File: config.mk
export PLATFORM = sky130hd
export DESIGN_NAME = vlc_manchester_tx
export DESIGN_NICKNAME = d
export VERILOG_FILES = /design/src/rtl/vlc_manchester_tx.sv
export SDC_FILE = /design/constraint.sdc
export NUM_CORES = 1
export LEC_CHECK = 0
export ABC_AREA = 1
export ABC_CLOCK_PERIOD_IN_PS = 7640
export BUFFER_PORTS_ARGS = -buffer_cell sky130_fd_sc_hd__buf_2
export CORE_ASPECT_RATIO = 1.4
export CORE_MARGIN = 3
export CORE_UTILIZATION = 60
export DETAILED_ROUTE_END_ITERATION = 12
export GPL_ROUTABILITY_DRIVEN = 0
export PLACE_DENSITY = 0.83
export SETUP_SLACK_MARGIN = 0.15
export SYNTH_ARGS = -nofsm -noshare
export SYNTH_HDL_FRONTEND = slang
export SYNTH_SLANG_ARGS = --single-unit
File: constraint.sdc
create_clock -name clk -period 7.64 [get_ports clk]
set_input_delay 0.764 -clock clk [delete_from_list [all_inputs] [get_ports clk]]
set_output_delay 0.764 -clock clk [all_outputs]
set_load 0.02 [all_outputs]
File: src/rtl/vlc_manchester_tx.sv
// Manchester frame transmitter for the VLC LED driver.
// Pulls FRAME_WORDS words from the payload FIFO and sends one frame:
// preamble (0x55 bytes), SOF (0xD5), payload words MSB first, and an
// 8-bit additive checksum. Each bit is sent as two CLK_DIV-cycle halves.
module vlc_manchester_tx #(
   parameter int D_WIDTH     = 32,
   parameter int NUM_WIDTH   = 10,
   parameter int FRAME_WORDS = 8,
   parameter int PRE_BYTES   = 2,
   parameter int CLK_DIV     = 16
) (
   input  logic                 clk,
   input  logic                 reset,
   input  logic                 tx_en,
   input  logic [D_WIDTH-1:0]   fifo_d_out,
   input  logic                 fifo_empty,
   input  logic [NUM_WIDTH-1:0] fifo_data_num,
   output logic                 fifo_r_en,
   output logic                 led_out,
   output logic                 busy,
   output logic                 frame_done,
   output logic                 underrun
);

   localparam int PRE_BITS = 8 * PRE_BYTES;
   localparam int MAX_BITS = (PRE_BITS > D_WIDTH) ? PRE_BITS : D_WIDTH;
   localparam int CNT_W    = $clog2(MAX_BITS);
   localparam int DIV_W    = $clog2(CLK_DIV);

   localparam logic [CNT_W-1:0]     PRE_LAST  = CNT_W'(PRE_BITS - 1);
   localparam logic [CNT_W-1:0]     WORD_LAST = CNT_W'(D_WIDTH - 1);
   localparam logic [CNT_W-1:0]     BYTE_LAST = CNT_W'(7);
   localparam logic [DIV_W-1:0]     DIV_LAST  = DIV_W'(CLK_DIV - 1);
   localparam logic [NUM_WIDTH-1:0] LAST_WORD = NUM_WIDTH'(FRAME_WORDS - 1);
   localparam logic [NUM_WIDTH-1:0] FRAME_NUM = NUM_WIDTH'(FRAME_WORDS);
   localparam logic [7:0]           SOF_BYTE  = 8'hD5;

   typedef enum logic [2:0] {IDLE, PRE, SOF, PAY, CHK} state_t;

   state_t               state;
   state_t               state_next;
   logic [DIV_W-1:0]     div_cnt;
   logic                 half;
   logic [CNT_W-1:0]     bit_cnt;
   logic [NUM_WIDTH-1:0] word_cnt;
   logic [D_WIDTH-1:0]   shift_reg;
   logic [D_WIDTH-1:0]   prefetch;
   logic [7:0]           checksum;
   logic                 rd_pend;
   logic                 word_first;
   logic                 done_q;
   logic                 underrun_q;

   logic half_end;
   logic bit_end;
   logic field_last_bit;
   logic word_end;
   logic start;
   logic fetch_try;
   logic attempt;
   logic load;
   logic cur_bit;

   // Modulo-256 sum of all bytes in one payload word.
   function automatic logic [7:0] byte_sum(input logic [D_WIDTH-1:0] w);
      logic [7:0] s;
      s = '0;
      for (int i = 0; i < D_WIDTH / 8; i++) begin
         s = s + w[8*i +: 8];
      end
      return s;
   endfunction

   // Timing strobes, field boundaries and FIFO fetch decisions.
   always_comb begin
      half_end  = (div_cnt == DIV_LAST);
      bit_end   = half_end && half;
      word_end  = (state == PAY) && (bit_cnt == WORD_LAST);
      field_last_bit = 1'b0;
      case (state)
         PRE:     field_last_bit = (bit_cnt == PRE_LAST);
         SOF:     field_last_bit = (bit_cnt == BYTE_LAST);
         PAY:     field_last_bit = word_end && (word_cnt == LAST_WORD);
         CHK:     field_last_bit = (bit_cnt == BYTE_LAST);
         default: field_last_bit = 1'b0;
      endcase
      start     = (state == IDLE) && !done_q && tx_en &&
                  (fifo_data_num >= FRAME_NUM) && !reset;
      fetch_try = (state == PAY) && word_first && (word_cnt < LAST_WORD) && !reset;
      attempt   = start || fetch_try;
      load      = bit_end && (((state == SOF) && field_last_bit) ||
                              (word_end && (word_cnt != LAST_WORD)));
   end

   // State register.
   always_ff @(posedge clk) begin
      if (reset) begin
         state <= IDLE;
      end else begin
         state <= state_next;
      end
   end

   // Next-state logic: each field advances after its last bit ends.
   always_comb begin
      state_next = state;
      case (state)
         IDLE:    if (start) state_next = PRE;
         PRE:     if (bit_end && field_last_bit) state_next = SOF;
         SOF:     if (bit_end && field_last_bit) state_next = PAY;
         PAY:     if (bit_end && field_last_bit) state_next = CHK;
         CHK:     if (bit_end && field_last_bit) state_next = IDLE;
         default: state_next = IDLE;
      endcase
   end

   // Output logic: line level is the current bit, inverted in the second half.
   always_comb begin
      cur_bit = 1'b0;
      case (state)
         PRE:     cur_bit = bit_cnt[0];
         SOF:     cur_bit = SOF_BYTE[~bit_cnt[2:0]];
         PAY:     cur_bit = shift_reg[D_WIDTH-1];
         CHK:     cur_bit = checksum[~bit_cnt[2:0]];
         default: cur_bit = 1'b0;
      endcase
      led_out    = (state != IDLE) && (cur_bit ^ half);
      fifo_r_en  = attempt && !fifo_empty;
      busy       = (state != IDLE);
      frame_done = done_q;
      underrun   = underrun_q;
   end

   // Datapath: bit timing, word shifting, prefetch capture and checksum.
   always_ff @(posedge clk) begin
      if (reset) begin
         div_cnt    <= '0;
         half       <= 1'b0;
         bit_cnt    <= '0;
         word_cnt   <= '0;
         shift_reg  <= '0;
         prefetch   <= '0;
         checksum   <= '0;
         rd_pend    <= 1'b0;
         word_first <= 1'b0;
         done_q     <= 1'b0;
         underrun_q <= 1'b0;
      end else begin
         done_q     <= (state == CHK) && bit_end && field_last_bit;
         rd_pend    <= fifo_r_en;
         word_first <= load;
         if (attempt && fifo_empty) begin
            prefetch   <= '0;
            underrun_q <= 1'b1;
         end else if (rd_pend) begin
            prefetch <= fifo_d_out;
         end
         if (state == IDLE) begin
            div_cnt   <= '0;
            half      <= 1'b0;
            bit_cnt   <= '0;
            word_cnt  <= '0;
            shift_reg <= '0;
            if (start) begin
               checksum <= '0;
            end
         end else begin
            if (half_end) begin
               div_cnt <= '0;
               half    <= ~half;
            end else begin
               div_cnt <= div_cnt + 1'b1;
            end
            if (bit_end) begin
               bit_cnt <= (field_last_bit || word_end) ? '0 : bit_cnt + 1'b1;
               if (word_end) begin
                  word_cnt <= word_cnt + 1'b1;
               end
               if (load) begin
                  shift_reg <= prefetch;
                  checksum  <= checksum + byte_sum(prefetch);
               end else begin
                  shift_reg <= shift_reg << 1;
               end
            end
         end
      end
   end

endmodule

# After elaboration in Yosys (flattened, before gate mapping)
# Memory sizes are Yosys's and may differ from the RTL's.
# Cells that the tools add are included.
classes:
  add_sub_neg: 7
  multipliers: 0
  div_mod_pow: 0
  magnitude_cmp: 3
  n_eq_ne: 15
  n_shift: 0
  n_mux: 17
  bitwise: 3
  reduce_logical: 36
ops:
  columns: ["op", "count"]
  rows:
  - ["adder 8 bit", 4]
  - ["two-way mux 32 bit", 1]
  - ["two-way mux 8 bit", 4]
  - ["logical AND 1 bit", 19]
  - ["two-way mux 3 bit", 5]
  - ["case mux 3 bit (5 select lines)", 1]
  - ["adder 10 x 1 -> 10 bit (second input constant)", 1]
  - ["equality test 10 x 3 -> 1 bit (second input constant)", 1]
  - [">= comparator 10 x 4 -> 1 bit (second input constant)", 1]
  - ["less-than comparator 10 x 3 -> 1 bit (second input constant)", 1]
  - ["inequality test 10 x 3 -> 1 bit (second input constant)", 1]
  - ["equality test 3 x 2 -> 1 bit (second input constant)", 2]
  - ["inequality test 2 bit (second input constant)", 3]
  - ["OR reduction 2 bit", 3]
  - ["adder 5 x 1 -> 5 bit (second input constant)", 1]
  - ["equality test 5 x 3 -> 1 bit (second input constant)", 1]
  - ["equality test 5 x 4 -> 1 bit (second input constant)", 1]
  - ["equality test 5 bit (second input constant)", 1]
  - ["two-way mux 5 bit", 1]
  - ["AND reduction 5 bit", 1]
  - ["adder 4 x 1 -> 4 bit (second input constant)", 1]
  - ["equality test 4 bit (second input constant)", 1]
  - ["less-than comparator 3 x 4 -> 1 bit (second input constant)", 1]
  - ["inequality test 2 x 1 -> 1 bit (second input constant)", 2]
  - ["other kinds (17)", 23]
word_totals:
  ff_bits: 99
  latchBits: 0
  mem_bits_rw: 0
  mem_bits_ro: 8
  inputBits: 46
  n_memories: 1
memory_table:
  columns: ["memory", "words", "width", "read_ports", "rd_clocked_by_memory_dff", "wr", "line", "source"]
  rows:
  - ["(no name shown)", 8, 1, 1, 0, 0, "122", "SOF: cur_bit = SOF_BYTE[~bit_cnt[2:0]];"]

# Longest topological paths before layout
# Gate-level depths: netlist (run 1).
logic_depth:
  depth_word: 10
  mapped_depth: 18
  depth_no_buf: 18

# Worst setup path before layout (run 1)
# Ideal clock, no wire load.
synth_path:
  path_type: "register -> register"
  start: "reg prefetch[1]"
  end: "reg checksum[7]"
  setup_ns: 0.070
  arrival_ns: 3.086
  t_required_ns: 7.570
  slack_ns: 4.483
  stages_incl_launch_ff: 18
  n_path_buf: 0
  synth_period_minus_slack_ns: 3.157
  cell_sequence: "dfxtp_1 -> inv_1 -> fa_1 -> fa_1 -> fa_1 -> inv_1 -> ha_1 -> inv_1 -> fa_1 -> inv_1 -> nand4_1 -> nand3_1 -> inv_1 -> nand3_1 -> nand2_1 -> inv_1 -> nand2_1 -> a21oi_1"
synth_between:
  elab_chain_cells: 7
synth_lines:
  columns: ["element", "line", "source"]
  rows:
  - ["start: declaration", "47", "logic [D_WIDTH-1:0] prefetch;"]
  - ["start signal: assignment", "156", "prefetch <= fifo_d_out;"]
  - ["adder 8 bit (3 in a row)", "69", "s = s + w[8*i +: 8];"]
  - ["adder 8 bit", "181", "checksum <= checksum + byte_sum(prefetch);"]
  - ["two-way mux 8 bit", "179", "if (load) begin"]
  - ["two-way mux 8 bit", "174", "if (bit_end) begin"]
  - ["two-way mux 8 bit", "158", "if (state == IDLE) begin"]
  - ["end signal: assignment", "181", null]
  - ["end: declaration", "48", "logic [7:0] checksum;"]
# Every way passes these cells. The select of a mux whose other input is x is not followed.
# A chain may end at the register's enable or synchronous reset.

# Worst setup path after layout (run 1)
# Same ends and word-level chain as after synthesis.

==> impl_metrics.json, run 1 <==
{
  "seq_area_frac_synth": 0.3681,
  "numCtsBuffers": 9,
  "post-route-period-util": 0.4451,
  "synth_nets": 781,
  "rows": 40,
  "first_iter_violations": 318,
  "io_pins": 51,
  "ctsHoldBuffers": 0,
  "hold_viol_final": 0,
  "critPathArrivalTime_ns": 3.68,
  "finalWorstSetupSlack_ns": 4.239,
  "synth_cells": 702,
  "critPathSlowestCell": "fa_1",
  "antenna_found_initial": 0,
  "critPathMostFrequentCell": "inv_1",
  "ys_ff_latch": 99,
  "start_util": 0.6218,
  "drive_above_1_share": 0.1748,
  "h-tree-depth": 3,
  "wl_um": 12110,
  "cts_tree": "built",
  "firstDrtPassIters": 5,
  "worstPathCellList": "inv_1 -> fa_1 -> fa_1 -> fa_1 -> inv_1 -> ha_1 -> inv_1 -> fa_1 -> inv_1 -> nand4_1 -> nand3_1 -> inv_1 -> nand3_1 -> nand2_1 -> inv_1 -> nand2_1 -> a21oi_1",
  "yosys.area.top_type": "dfxtp_1",
  "powerDensity_nw_per_um2": 213.7,
  "synth_area_leaders": "dfxtp_1 37%, a21oi_1 8.6%, nand2_1 7.9%, fa_1 7.4%, inv_1 6.8%",
  "relSlewSlack": 0.2894,
  "fmax_mhz": 294.0,
  "fp.dieW_um": 86.06,
  "grt_overflow": 0,
  "areaGrowthSynthToFinish_pct": 9.458,
  "grt_max_degree": 55,
  "final_cell_mix": "113 x nand2_1, 99 x dfxtp_1, 97 x inv_1",
  "drc": 0,
  "worst_hold_path_type": "reg -> reg",
  "ant_nets": 0,
  "final-setup-viol-count": 0,
  "fin_skew_ns": 0.009906,
  "layout_min_cycle_time_ns": 3.401,
  "clock_latency_ns": 0.35,
  "die_y_um": 118.1,
  "synth_cell_types": 37,
  "dieArea_um2": 10160,
  "syn_area_per_cell_um2": 7.669,
  "pre_cts_ws_ns": 4.256,
  "num-nets-final": 812,
  "core_region_area_um2": 8658,
  "required_ns": 7.92,
  "ir_worst_vdd_mv": 0.1838,
  "leakage_uw": 0.002498,
  "vias_per_cell": 5.586,
  "root_buffer": "clkbuf_16",
  "drv_cap": 0,
  "status": "completed",
  "worstPathMaxFanout": 3,
  "finalSetupTns_ns": 0,
  "grt_pass1_wl_um": 19990,
  "cts_resized": 0,
  "cp-start-kind": "register",
  "cts_buffer_depth": 2,
  "rsz0062_at_grt": "false",
  "wire_per_inst_um": 14.36,
  "final_common_cell": "nand2_1",
  "worstMarginPinSlew_ns": 1.063,
  "drv_slew": 0,
  "grt_pass1_vias": 4420,
  "synth_warnings": 0,
  "clock-sinks": 99,
  "slowest_delay_ns": 0.56,
  "fillCellCount": 716,
  "synth_top_area_frac": 0.3681,
  "synth_area_um2": 5384,
  "diodes": 0,
  "numPortBuffers": 47,
  "clk_pin_slew_ns": 0.07,
  "crit_type": "reg -> reg",
  "postCtsSetupRepairBufs": 0,
  "critPathCaptureType": "register",
  "grt_usage": 0.2444,
  "dpl.hpwl_um": 8518,
  "via_count": 4709
}
## area by class of cell
type                       count  area (um2)  share of cell area
inverter                     103       386.6             0.06561
clock inverter                 3       46.29            0.007856
tap                          105       131.4             0.02229
multi-input combinational    471        2846              0.4830
timing repair buffer          49       250.2             0.04246
sequential                    99        1982              0.3363
clock buffer                  13       250.2             0.04246
## cell usage after synthesis
master / number
nand2_1: 113
dfxtp_1: 99
inv_1: 97
a21oi_1: 93
nor2_1: 61
o21ai_2: 39
nand3_1: 33
o21ai_0: 21
fa_1: 20
o21ai_1: 20
ha_1: 13
clkbuf_1: 11
buf_2: 10
nor3_1: 8
buf_6: 6
nand2_2: 6
nor2_2: 6
xnor2_1: 6
inv_2: 5
nand4_1: 5
xor2_1: 4
a31oi_1: 3
nand3_2: 3
nor4_1: 3
buf_4: 2
nand2_4: 2
nand3b_1: 2
nor2_4: 2
a21o_1: 1
a21oi_2: 1
a21oi_4: 1
a221oi_1: 1
clkinv_1: 1
nand2_8: 1
nor3_2: 1
nor3b_1: 1
o211ai_1: 1
## path summary, 6_finish.rpt
kind                 endpoint  slack [ns]        start  depth (start not counted)
setup / recovery  checksum[7]        4.24  prefetch[1]                         17
hold / removal       underrun        0.45     underrun                          2
setup reg to reg  checksum[7]        4.24  prefetch[1]                         17
hold reg to reg      underrun        0.45     underrun                          2
## worst max-delay path: cells and delay by family, from the launching register on
kind                       cells  cell delay, ns
AOI/OAI and AO/OA              1            0.13
DFF                            1            0.34
adders and majority gates      5            2.07
buffers and inverters          6            0.41
and+or+nand+nor                5            0.39
## report_power, final
group,internal [uW],switching (uW)
Combinational,77.4,167
Sequential,534,18.2
Clock,265,198
## routing by layer
layer | vias up | wire length, um | GRT usage
li1 | 2340 | - | -
met1 | 2198 | 5013 | 0.2996
met2 | 145 | 6172 | 0.4218
met3 | 26 | 644 | 0.03782
met4 | 0 | 277 | 0.09604
met5 | - | 0 | 0
## stage by stage
step | power [uW] | area, um2 | instances | hold WS (ns) | utilization
final | 1259 | 5893 | 843 | 0.4525 | 0.6806
after global routing | 1315 | 5893 | 843 | 0.4848 | 0.6806
after CTS | 1257 | 5893 | 843 | 0.4547 | 0.6806
after detailed placement | 801.9 | 5597 | 827 | 0.4450 | 0.6464
after global placement | 793.6 | 5597 | 827 | 0.4282 | 0.6464
after floorplan | 744.8 | 5384 | 702 | 0.4176 | -
## cells by family (layout without fill, tap and decap cells)
| kind of cell | Yosys count | count (layout) | synth area share |
|---|---|---|---|
| DFF | 99 | 99 | 0.3681 |
| and+or+nand+nor | 247 | 247 | 0.2064 |
| buffers and inverters | 132 | 168 | 0.1041 |
| AOI/OAI and AO/OA | 181 | 181 | 0.2006 |
| adders and majority gates | 33 | 33 | 0.1046 |
| xor gates and xnor gates | 10 | 10 | 0.01627 |
Note: power is estimated with default switching activity, not from simulation.
==> run 2: changes to the inputs <==
--- a/config.mk
+++ b/config.mk
@@ -6,14 +6,14 @@
 export NUM_CORES = 1
 export LEC_CHECK = 0
 export ABC_AREA = 1
-export ABC_CLOCK_PERIOD_IN_PS = 7640
+export ABC_CLOCK_PERIOD_IN_PS = 3050
 export BUFFER_PORTS_ARGS = -buffer_cell sky130_fd_sc_hd__buf_2
 export CORE_ASPECT_RATIO = 1.4
 export CORE_MARGIN = 3
-export CORE_UTILIZATION = 60
+export CORE_UTILIZATION = 54
 export DETAILED_ROUTE_END_ITERATION = 12
 export GPL_ROUTABILITY_DRIVEN = 0
-export PLACE_DENSITY = 0.83
+export PLACE_DENSITY = 0.79
 export SETUP_SLACK_MARGIN = 0.15
 export SYNTH_ARGS = -nofsm -noshare
 export SYNTH_HDL_FRONTEND = slang
==> constraint.sdc (replaced) <==
create_clock -name clk -period 3.05 [get_ports clk]
set_input_delay 0.305 -clock clk [delete_from_list [all_inputs] [get_ports clk]]
set_output_delay 0.305 -clock clk [all_outputs]
set_load 0.02 [all_outputs]
==> run 2 against run 1 <==
Effect of this change:
- the flow now finishes with violations (negative setup slack)
- count of clock-buffer cells in the layout fell by 3
- combinational power rose to 2.8 times the previous value
- clock power rose to 2.5 times the previous value
- critical path type unchanged
- critical endpoint unchanged
- largest power group unchanged
==> impl_metrics.json, run 2 (synthesis gave the netlist of run 1 again) <==
{
  "crit_type": "reg -> reg",
  "dpl.hpwl_um": 8843,
  "grt_max_degree": 55,
  "p_seq_frac": 0.432,
  "powerDensity_nw_per_um2": 526.0,
  "ant_nets": 0,
  "clk_pin_slew_ns": 0.07,
  "fin_cells": 885,
  "worstHoldPathCells": 2,
  "final-setup-viol-count": 4,
  "firstDrtPassIters": 5,
  "drv_slew": 0,
  "num-nets-final": 828,
  "h-tree-depth": 3,
  "ir_worst_vdd_mv": 0.3280,
  "drc": 0,
  "worstPathMaxFanout": 2,
  "rows": 42,
  "io_pins": 51,
  "drv_cap": 0,
  "grt_overflow": 0,
  "clock-sinks": 99,
  "clkPwrFrac": 0.358,
  "post-route-period-util": 1.019,
  "status": "finished, violations left",
  "first_iter_violations": 264,
  "worstHoldStart": "fifo_empty",
  "r2r_cells": 17,
  "clock_latency_ns": 0.35,
  "p_switching_uw": 992.1,
  "grt_pass1_wl_um": 20600,
  "cp-start-kind": "register",
  "start_util": 0.5629,
  "diodes": 0,
  "switching_share": 0.3056,
  "drive_above_1_share": 0.2590,
  "pre_cts_ws_ns": -0.05330,
  "relSlewSlack": 0.3740,
  "wl_um": 12360,
  "critPathCaptureType": "register",
  "leakage_uw": 0.002583,
  "antenna_found_initial": 0,
  "fp.dieW_um": 90.39,
  "r2r_end": "checksum[7]",
  "dieArea_um2": 11220,
  "root_buffer": "clkbuf_16",
  "fin_util": 0.6453,
  "pwr-share-comb": 0.210,
  "grt_usage": 0.2288,
  "r2r_slack_ns": -0.06,
  "finalWorstSetupSlack_ns": -0.05926,
  "worstMarginPinSlew_ns": 0.9389,
  "grt_pass1_vias": 4482,
  "numCtsBuffers": 9,
  "final_common_cell": "nand2_1",
  "min_to": "rd_pend",
  "numPortBuffers": 47,
  "fin_skew_ns": 0.009933,
  "areaGrowthSynthToFinish_pct": 14.64,
  "via_count": 4699,
  "wire_per_inst_um": 13.97,
  "cts_buffer_depth": 2,
  "violations": "negative setup slack",
  "core_region_area_um2": 9564,
  "worst_hold_path_type": "in -> reg",
  "internal_power_uw": 2255,
  "layout_min_cycle_time_ns": 3.109,
  "required_ns": 3.33,
  "dp_cells": 863,
  "rsz0062_at_grt": "true",
  "final_cell_mix": "109 x nand2_1, 93 x a21oi_1, 86 x dfxtp_1",
  "r2r-start": "prefetch[17]",
  "fmax_mhz": 321.6,
  "critPathArrivalTime_ns": 3.39,
  "vias_per_cell": 5.310,
  "hold_viol_final": 0,
  "cts_tree": "built",
  "die_y_um": 124.1
}
-- run 2: cell count changes in the layout (fill, tap and decap cells not counted), moves of 3 or more --
cell,before,now
buf_4,2,17
clkbuf_1,3,0
dfxtp_1,99,86
dfxtp_2,0,13
ha_1,13,7
ha_4,0,4
inv_1,97,77
inv_2,5,25
nand2_1,113,109
nand2_2,6,10
-- run 2: final cells by class --
| class | count | area [um2] |
|---|---|---|
| Clock buffer | 10 | 239.0 |
| Clock inverter | 5 | 62.56 |
| Fill cell | 828 | 3392 |
| Inverter | 103 | 386.6 |
| Multi-Input combinational cell | 471 | 2938 |
| Sequential cell | 99 | 1998 |
| Tap cell | 132 | 165.2 |
| Timing Repair Buffer | 65 | 382.9 |
-- run 2: per-stage QoR --
stage	instance area (um2)	hold slack (ns)	total power, uW	TNS, ns
detailed placement	5773	0.4392	2071	-0.1445
CTS	6107	0.1203	3243	-0.1498
global route	6172	0.1374	3419	-0.7279
floorplan	5445	0.3741	1887	0
finish	6172	0.1343	3247	-0.1724
global placement	5773	0.4279	2046	-0.02533
-- run 2: worst max-delay path, cell delays in order (launching register included) --
cell and delay [ns]:
dfxtp_2 0.33, inv_2 0.04, fa_1 0.56, fa_1 0.43
fa_1 0.45, inv_1 0.07, ha_2 0.18, inv_2 0.04
fa_2 0.36, inv_2 0.07, nand4_1 0.09, nand3_2 0.09
inv_2 0.04, nand3_2 0.04, nand2_1 0.05, inv_1 0.04
nand2_1 0.04, a21oi_1 0.12
-- run 2: power groups by stage --
stage          combinational (uW)  sequential, uW  clock, uW
2_1_floorplan                 484            1400          0
3_3_place_gp                  617            1430          0
3_5_place_dp                  640            1430          0
4_1_cts                       656            1400       1180
5_1_grt                       760            1410       1250
6_report                      681            1400       1160
-- run 2: metal layers --
metal / share of wire / track usage
met1: 0.43 / 0.2723
met3: 0.047 / 0.04532
met4: 0.025 / 0.09387
met2: 0.50 / 0.4067
met5: 0 / 0
-- run 2: what timing repair did --
| action | CTS | global route |
|---|---|---|
| hold buffers | 0 | 0 |
| pin swaps | 8 | 13 |
| setup endpoints to repair | 5 | 6 |
| endpoints found under the hold margin | 0 | 0 |
| resized for setup | 5 | 21 |
| setup buffers | 3 | 4 |
-- run 2: how the worst max path moves through the flow --
stage,to,start,slack [ns]
detailed placement,checksum[7],prefetch[17],-0.05
CTS,checksum[7],prefetch[17],-0.05
global route,checksum[7],prefetch[17],-0.23
floorplan,checksum[7],prefetch[17],0.08
global placement,checksum[7],prefetch[17],-0.03
finish,checksum[7],prefetch[17],-0.06
